### config.mk
export PLATFORM = sky130hd
export DESIGN_NAME = lif_host_driver
export DESIGN_NICKNAME = d
export VERILOG_FILES = /design/src/rtl/lif_host_pkg.sv /design/src/rtl/lif_result_fifo.sv /design/src/rtl/lif_host_driver.sv
export SDC_FILE = /design/constraint.sdc
export NUM_CORES = 1
export LEC_CHECK = 0
export CORE_UTILIZATION = 40
export DETAILED_ROUTE_END_ITERATION = 6
export HOLD_SLACK_MARGIN = 0.08
export MAX_ROUTING_LAYER = met4
export SLEW_MARGIN = 20
export SYNTH_ARGS = -nofsm -noshare
export SYNTH_HDL_FRONTEND = slang
export SYNTH_HIERARCHICAL = 1
export SYNTH_SLANG_ARGS = --single-unit
### constraint.sdc
create_clock -name clk -period 5.6 [get_ports clk]
set_clock_uncertainty 0.05 [all_clocks]
set_input_delay 1.68 -clock clk [delete_from_list [all_inputs] [get_ports clk]]
set_output_delay 1.68 -clock clk [all_outputs]
set_load 0.02 [all_outputs]
### src/rtl/lif_host_pkg.sv
// Shared types and constants for the LIF neuron host driver: FSM encoding,
// config register map and CFG slot schedule.
package lif_host_pkg;

  typedef enum logic [2:0] {
    S_IDLE  = 3'd0,
    S_NRST  = 3'd1,
    S_CFG   = 3'd2,
    S_RUN   = 3'd3,
    S_DRAIN = 3'd4,
    S_DONE  = 3'd5
  } state_t;

  localparam int N_CFG = 11;

  localparam logic [3:0] ADDR_E_REST = 4'd0;
  localparam logic [3:0] ADDR_E_TAU  = 4'd1;
  localparam logic [3:0] ADDR_V_TH   = 4'd2;
  localparam logic [3:0] ADDR_VINIT0 = 4'd3;
  localparam logic [3:0] ADDR_LAST   = 4'd10;

  localparam logic [3:0] SLOT_E_REST = 4'd2;
  localparam logic [3:0] SLOT_VINIT0 = 4'd5;
  localparam logic [3:0] CFG_LAST    = 4'd12;

  // Config register address driven during a CFG slot (valid for slots 2..12).
  function automatic logic [3:0] slot_addr(input logic [3:0] slot);
    if (slot < SLOT_VINIT0) return ADDR_E_REST + (slot - SLOT_E_REST);
    return ADDR_VINIT0 + (slot - SLOT_VINIT0);
  endfunction

endpackage

### src/rtl/lif_result_fifo.sv
// Count-based first-word-fall-through FIFO for captured neuron results.
// A push into a full FIFO succeeds only when a pop happens in the same cycle.
module lif_result_fifo #(
  parameter int DEPTH = 4,
  parameter int W     = 16
) (
  input  logic         clk,
  input  logic         rst,
  input  logic         push,
  input  logic [W-1:0] push_data,
  input  logic         pop,
  output logic [W-1:0] head,
  output logic         empty,
  output logic         drop
);

  localparam int AW = $clog2(DEPTH);
  localparam logic [AW:0] FULL_CNT = (AW+1)'(DEPTH);

  logic [W-1:0]  mem [DEPTH];
  logic [AW-1:0] wr_ptr;
  logic [AW-1:0] rd_ptr;
  logic [AW:0]   count;
  logic          do_push;
  logic          do_pop;

  assign empty   = (count == '0);
  assign do_pop  = pop && !empty;
  assign do_push = push && ((count != FULL_CNT) || do_pop);
  assign drop    = push && !do_push;
  assign head    = mem[rd_ptr];

  always_ff @(posedge clk) begin
    if (do_push) mem[wr_ptr] <= push_data;
  end

  always_ff @(posedge clk) begin
    if (rst) begin
      wr_ptr <= '0;
      rd_ptr <= '0;
      count  <= '0;
    end else begin
      if (do_push) wr_ptr <= wr_ptr + AW'(1);
      if (do_pop)  rd_ptr <= rd_ptr + AW'(1);
      case ({do_push, do_pop})
        2'b10:   count <= count + (AW+1)'(1);
        2'b01:   count <= count - (AW+1)'(1);
        default: count <= count;
      endcase
    end
  end

endmodule

### src/rtl/lif_host_driver.sv
// Host-side sequencer for a LIF neuron tile: resets it, shifts in config words,
// streams input current and buffers the neuron's outputs into a result FIFO.
module lif_host_driver
  import lif_host_pkg::*;
#(
  parameter int FIFO_DEPTH = 4,
  parameter int RST_CYCLES = 2
) (
  input  logic        clk,
  input  logic        rst,
  input  logic        cfg_we,
  input  logic [3:0]  cfg_addr,
  input  logic [15:0] cfg_wdata,
  input  logic        start,
  input  logic [15:0] run_len,
  output logic        busy,
  output logic        done,
  input  logic [7:0]  cur_data,
  input  logic        cur_valid,
  output logic        cur_ready,
  output logic        nrn_rst,
  output logic [7:0]  nrn_ui,
  output logic [7:0]  nrn_uio,
  input  logic [7:0]  nrn_uo,
  input  logic [7:0]  nrn_uio_out,
  input  logic [7:0]  nrn_uio_oe,
  output logic [14:0] res_data,
  output logic        res_spike,
  output logic        res_valid,
  input  logic        res_ready,
  output logic [15:0] spike_cnt,
  output logic        ovf,
  output state_t      dbg_state
);

  state_t      state;
  logic [15:0] cfg_mem [N_CFG];
  logic [15:0] nrst_cnt;
  logic [15:0] run_len_q;
  logic [15:0] run_cnt;
  logic [3:0]  slot;
  logic [15:0] slot_word;
  logic [15:0] fifo_head;
  logic        fifo_empty;
  logic        fifo_drop;
  logic        push;
  logic        pop;
  logic        go;
  logic        unused_oe;

  // Only oe bit 0 (the neuron's run flag) carries meaning for the host.
  assign unused_oe = ^nrn_uio_oe[7:1];

  assign go        = (state == S_IDLE) && start;
  assign push      = (state == S_RUN) && nrn_uio_oe[0];
  assign busy      = (state != S_IDLE);
  assign done      = (state == S_DONE);
  assign dbg_state = state;
  assign slot_word = (slot < SLOT_E_REST) ? 16'h0000 : cfg_mem[slot_addr(slot)];

  // Result stream: res_valid means a word is offered; the word transfers on a
  // cycle with res_valid && res_ready, and holds steady while res_ready is low.
  assign res_valid = !fifo_empty;
  assign pop       = res_valid && res_ready;
  assign res_data  = fifo_head[15:1];
  assign res_spike = fifo_head[0];

  lif_result_fifo #(.DEPTH(FIFO_DEPTH), .W(16)) u_fifo (
    .clk       (clk),
    .rst       (rst),
    .push      (push),
    .push_data ({nrn_uo, nrn_uio_out}),
    .pop       (pop),
    .head      (fifo_head),
    .empty     (fifo_empty),
    .drop      (fifo_drop)
  );

  always_comb begin
    nrn_rst   = 1'b1;
    nrn_ui    = 8'h00;
    nrn_uio   = 8'h00;
    cur_ready = 1'b0;
    case (state)
      S_CFG: begin
        nrn_rst           = 1'b0;
        {nrn_ui, nrn_uio} = slot_word;
      end
      S_RUN: begin
        nrn_rst   = 1'b0;
        cur_ready = 1'b1;
        nrn_ui    = cur_valid ? cur_data : 8'h00;
      end
      S_DRAIN: nrn_rst = 1'b0;
      default: ;
    endcase
  end

  always_ff @(posedge clk) begin
    if (rst) begin
      state     <= S_IDLE;
      nrst_cnt  <= '0;
      slot      <= '0;
      run_len_q <= '0;
      run_cnt   <= '0;
      spike_cnt <= '0;
      ovf       <= 1'b0;
      for (int i = 0; i < N_CFG; i++) cfg_mem[i] <= '0;
    end else begin
      case (state)
        S_IDLE: begin
          if (cfg_we && cfg_addr <= ADDR_LAST) cfg_mem[cfg_addr] <= cfg_wdata;
          if (start) begin
            run_len_q <= run_len;
            nrst_cnt  <= '0;
            state     <= (run_len == 16'd0) ? S_DONE : S_NRST;
          end
        end
        S_NRST: begin
          if (nrst_cnt == 16'(RST_CYCLES - 1)) begin
            slot  <= '0;
            state <= S_CFG;
          end else begin
            nrst_cnt <= nrst_cnt + 16'd1;
          end
        end
        S_CFG: begin
          if (slot == CFG_LAST) begin
            run_cnt <= run_len_q;
            state   <= S_RUN;
          end else begin
            slot <= slot + 4'd1;
          end
        end
        S_RUN: begin
          run_cnt <= run_cnt - 16'd1;
          if (run_cnt == 16'd1) state <= S_DRAIN;
        end
        S_DRAIN: if (fifo_empty) state <= S_DONE;
        S_DONE:  state <= S_IDLE;
        default: state <= S_IDLE;
      endcase

      if (go) begin
        spike_cnt <= '0;
        ovf       <= 1'b0;
      end else begin
        if (fifo_drop) ovf <= 1'b1;
        if (push && nrn_uio_out[0] && spike_cnt != 16'hFFFF) spike_cnt <= spike_cnt + 16'd1;
      end
    end
  end

endmodule

# Word-level counts from Yosys, hierarchy flattened
# Memory sizes are Yosys's and may differ from the RTL's. A register that Yosys moved wholly into a read port is not among the register bits.
# Index checks and enable logic that the tools add are counted.
classes:
  addsub: 11
  mul: 0
  div: 0
  n_lt_le_gt_ge: 3
  n_eq_ne: 19
  shift: 0
  mux: 38
  bitwise_logic: 0
  reduce_logical: 28
op_table:
  columns: ["op", "n"]
  rows:
  - ["two-way mux 16 bit", 5]
  - ["one-hot mux 16 bit (2 select lines)", 2]
  - ["adder 16 x 1 -> 16 bit, second input constant", 2]
  - ["== test 16 x 1 -> 1 bit, second input constant", 2]
  - ["two-way mux 4 bit", 5]
  - ["two-way mux 3 bit", 6]
  - ["logical NOT 16 bit", 1]
  - ["two-way mux 8 bit", 2]
  - ["inequality test 16 bit, second input constant", 1]
  - ["one-hot mux 8 bit (2 select lines)", 1]
  - ["OR reduction 16 bit", 1]
  - ["subtractor 16 x 1 -> 16 bit, second input constant", 1]
  - ["one-hot mux 3 bit (5 select lines)", 1]
  - ["two-way mux 1 bit", 12]
  - ["inequality test 2 bit, second input constant", 5]
  - ["logical AND 1 bit", 9]
  - ["one-hot mux 4 bit (2 select lines)", 1]
  - ["nonzero test 2 bit", 4]
  - ["== test 3 x 2 -> 1 bit, second input constant", 2]
  - ["== test 3 bit, second input constant", 2]
  - ["logical NOT 3 bit", 2]
  - ["one-hot mux 3 bit (2 select lines)", 1]
  - ["AND reduction 3 bit", 2]
  - ["AND reduction 5 bit", 1]
  - ["23 further kinds", 28]
word_totals:
  regBits: 79
  latch_bits: 0
  ramBits: 240
  rom_bits: 0
  inputBits: 74
  out_inout_bits: 57
  wordCells: 111
  mem_count: 2
mem_list:
  columns: ["memory", "depth", "width", "rd", "rd_clocked_by_memory_dff", "write_ports", "line_no", "text"]
  rows:
  - ["cfg_mem", 11, 16, 1, 0, 11, "lif_host_driver.sv:37", "logic [15:0] cfg_mem [N_CFG];"]
  - ["u_fifo.mem", 4, 16, 1, 1, 1, "lif_result_fifo.sv:20", "logic [W-1:0] mem [DEPTH];"]

# Depth between registers and ports, before layout
depth:
  word_depth: 8
  mapped_depth: 12

# By module
# Netlist, hierarchy kept.
modules_own_cells:
  columns: ["module", "instances", "cells_each", "area_each_um2"]
  rows:
  - ["lif_host_driver", 1, 1158, 14536.4]
  - ["lif_result_fifo", 1, 142, 2847.7]

# Worst setup path before layout
# OpenSTA, ideal clock, no wires.
synth_timing:
  path_type: "flip-flop to output port"
  startpoint: "reg slot[1]"
  endpoint: "out nrn_uio[4]"
  arrival_time_ps: 2749
  t_required_ps: 3870
  setup_slack_ps: 1121
  stages_incl_launch_ff: 10
  path_buffers: 4
  cell_sequence: "dfxtp_1 buf_2 buf_2 buf_2 inv_1 ha_1 xor2_2 buf_4 mux4_2 nor2b_1"
synth_between:
  elab_chain_len: 6
  word_cells_on_any_way: 11
synth_lines:
  columns: ["element", "line_no", "text"]
  rows:
  - ["from (decl)", "lif_host_driver.sv:41", "logic [3:0] slot;"]
  - ["from (signal assigned)", "lif_host_driver.sv:132", "slot <= slot + 4'd1;"]
  - ["subtractor 4 x 3 -> 4 bit, or another cell as far along", "lif_host_pkg.sv:29", "return ADDR_VINIT0 + (slot - SLOT_VINIT0);"]
  - ["adder 2 x 4 -> 4 bit, or another cell as far along", "lif_host_pkg.sv:29", null]
  - ["two-way mux 4 bit", "lif_host_pkg.sv:29", null]
  - ["memory read (11 x 16 bit)", null, null]
  - ["two-way mux 16 bit *", "lif_host_driver.sv:59", "assign slot_word = (slot < SLOT_E_REST) ? 16'h0000 : cfg_mem[slot_addr(slot)];"]
  - ["two-way mux 8 bit *", "lif_host_driver.sv:84", "case (state)"]
  - ["to (decl)", "lif_host_driver.sv:23", "output logic [7:0] nrn_uio,"]
# Mark *: on every way between the ends. The rest lies on a longest branch, timed or not. The select of a mux whose other input is x is not followed.

# Final worst setup path
layout_timing:
  startpoint: "reg slot[0]"
  endpoint: "out nrn_ui[1]"
layout_between:
  elab_chain_len: 6
  word_cells_on_any_way: 11
layout_lines:
  columns: ["element", "line_no", "text"]
  rows:
  - ["subtractor 4 x 3 -> 4 bit, or another cell as far along", "lif_host_pkg.sv:29", null]
  - ["adder 2 x 4 -> 4 bit, or another cell as far along", "lif_host_pkg.sv:29", null]
  - ["two-way mux 4 bit", "lif_host_pkg.sv:29", null]
  - ["memory read (11 x 16 bit)", null, null]
  - ["two-way mux 16 bit *", "lif_host_driver.sv:59", null]
  - ["one-hot mux 8 bit (2 select lines) *", "lif_host_driver.sv:84", null]
  - ["to (decl)", "lif_host_driver.sv:22", "output logic [7:0] nrn_ui,"]
# Marked as above.

==> results.cfg <==
[sta]
clock.fmax_mhz = 190
worst_hold_slack_ns = 0.407
worstMarginPinSlew_ns = 0.924
fin_ws_ns = 0.342
grt_setup_unrepaired = false
setup_viol = 0
post-route-min-period_ns = 5.26
period_share_pct = 93.9
hold_viol = 0
maxSlewHeadroom_pct = 38.3
fin_setup_tns_ns = 0
slew_violations = 0

[synth]
ys_dominant_reg_cell = edfxtp_1
ys_types = 78
synth_edf_count = 304
synthTopCellsByArea = edfxtp_1 (53%), mux4_2 (11%), dfxtp_1 (11%)
netlist_area_sq_mm = 0.0174
synthCells = 1300
yosysTopAreaCell = edfxtp_1
seq_area_frac_synth_pct = 63.7
yosysTopAreaCellShare_pct = 52.5
synth.avg_cell_area_sq_um = 13.4
synth_seq_cells = 401
synth-async-reset-ratio_pct = 0
ys_warn_count = 6

[critical_path]
crit_path_start_kind = register
crit_fanout = 45
path_class = reg2out
worstPathRequired_ns = 3.87
endpoint_kind = output port
crit_arrival_ns = 3.53

[pwr]
intPower_uw = 5110
p_leak_uw = 0.00728
swShare_pct = 22.1
p_per_area_mw_per_mm2 = 313
ir_drop_uv = 224
clkPwrFrac_pct = 42.6
seq_power_share_pct = 51.0
power_uw = 6560
p_comb_share_pct = 6.3
p_sw_uw = 1450

[placement]
place_congestion = 0.810
io_buffers = 123
dp.cells = 2043
dp_hpwl_microns = 26000
dp_worst_setup_slack_ns = 0.470

[floorplan]
core_area_sq_mm = 0.0430
die_w_microns = 210
ioPinCount = 131
rows = 76
die_h_microns = 210
die-area_sq_mm = 0.0443
start_util_pct = 40.4

[global_route]
grt_pass1_wl_microns = 62500
grt-ovfl-total = 0
first_global_vias = 11113
grt_max_degree = 68
grtUsageTotal_pct = 19.0
grt_antenna_before_repair = 3

[clock_network]
cts_max_path_buffers = 3
cts_tree = yes
cts_max_level = 2
cts_made_buffers = 43
clk-insertion-delay-late_ns = 0.56
cts_resized = 0
holdBufCountCts = 0
cts-root-buf = clkbuf_16
clk_pin_slew_ns = 0.06
cts_setup_buffers = 0
cts_sinks = 401

[finish]
final_cells = 2126
drive_above_1_share_pct = 15.1
area_growth_pct = 20.8
nNetsFinal = 1591

[detailed_routing]
via_count = 10965
wl_per_cell_microns = 18.9
drcViolationCount = 0
vias_per_cell = 5.16
dr.pass1.iters = 5
ant_nets = 0
drt_first_iter_violations = 837
finalWirelength_microns = 40100

[min_path]
hold_class = reg2reg

[run]
drv_cap = 0

[outcome]
status = completed
-- sequential cells by signal (all words and copies together), names as in the netlist, 2 cells and up, named ones only --
name,cells
run_cnt,16
spike_cnt,16
cfg_mem,256
u_fifo/wr_ptr,2
u_fifo/rd_ptr,2
u_fifo/count,3
u_fifo/mem,64
slot,4
nrst_cnt,16
run_len_q,16
dbg_state,3
-- metal layers --
| layer | GRT usage (%) | vias to the layer above | share of wire [%] |
|---|---|---|---|
| li1 | - | 5138 | - |
| met1 | 23.5 | 5468 | 42 |
| met2 | 31.4 | 286 | 49 |
| met3 | 3.55 | 73 | 5.6 |
| met4 | 6.50 | 0 | 2.9 |
| met5 | - | - | 0 |
-- stage by stage --
| step | util (%) | cell area, sq um |
|---|---|---|
| 2_1_floorplan | - | 17700 |
| 3_3_place_gp | 45.6 | 19600 |
| 3_5_place_dp | 45.6 | 19600 |
| 4_1_cts | 48.8 | 21000 |
| 5_1_grt | 48.9 | 21000 |
| 6_report | 48.9 | 21000 |
-- final cells by class --
cell class	instances	area, sq um
timing repair buffer	167	1570
multi-input combinational	853	6070
sequential	401	11100
clock buffer	62	1240
fill	3850	22000
clock inverter	18	160
antenna	3	7.51
tap	585	732
inverter	37	139
-- worst max-delay path, stage by stage, from the launching register on --
cell and delay, ns:
dfxtp_4 0.93, buf_4 0.45, mux4_2 0.56, nand2_1 0.10
a21oi_1 0.09, a211o_1 0.28, clkdlybuf4s50_1 0.54
-- power groups by stage --
stage	sequential (uW)	clock, uW	combinational (uW)
detailed placement	3410	0	418
global placement	3410	0	412
floorplan	3380	0	267
global route	3360	2970	452
CTS	3350	2870	420
finish	3350	2800	416
-- cell usage after synthesis (6+ instances only) --
library cell,number
nand4_1,9
mux4_2,88
nor3_1,8
nand2_1,116
or4_1,6
buf_4,6
ha_1,13
clkbuf_1,47
o21ai_0,7
nor2b_1,17
inv_1,35
xnor2_1,14
o2111ai_1,17
a21oi_1,73
a211o_1,9
xor2_1,14
nor4_1,11
buf_2,28
nor2_1,239
edfxtp_1,304
nand3_1,22
and2_1,10
a31oi_1,7
nand2b_1,6
dfxtp_1,97
-- kinds of logic (layout without fill, tap and decap cells) --
group                      Yosys count  after routing  share of synthesized area (%)
AOI/OAI and AO/OA                  152            152                           5.84
xor gates and xnor gates            29             29                           1.50
adders and majority gates           14             14                           1.05
buffers and inverters              125            284                           3.17
DFF                                401            401                           63.7
muxes                               93             93                           11.7
other                                1             83                         0.0216
and+or+nand+nor                    485            485                           13.0
-- path summary, 6_finish.rpt --
path                   end  slack, ns  cells after the start    startpoint
max              nrn_ui[1]       0.34                      6       slot[0]
min           run_len_q[8]       0.41                      2  run_len_q[8]
max reg2reg  spike_cnt[15]       2.49                      7  dbg_state[0]
min reg2reg   run_len_q[8]       0.41                      2  run_len_q[8]
-- cell usage in the layout (no fill, tap or decap), types with 7 or more instances in the layout --
cell type	synthesis	layout
nand4_1	9	9
edfxtp_1	304	304
nor2b_1	17	17
conb_1	1	80
xor2_1	14	14
and2_1	10	10
dfxtp_1	97	95
nand2_1	116	116
clkbuf_1	47	12
clkbuf_16	0	45
nor4_1	11	11
inv_1	35	35
a211o_1	9	9
o2111ai_1	17	17
nor3_1	8	7
a21oi_1	73	73
xnor2_1	14	14
mux4_2	88	88
nor2_1	239	239
clkdlybuf4s50_1	0	122
ha_1	13	13
nand3_1	22	22
buf_4	6	43
a31oi_1	7	7
(Power assumes the default switching activity.)
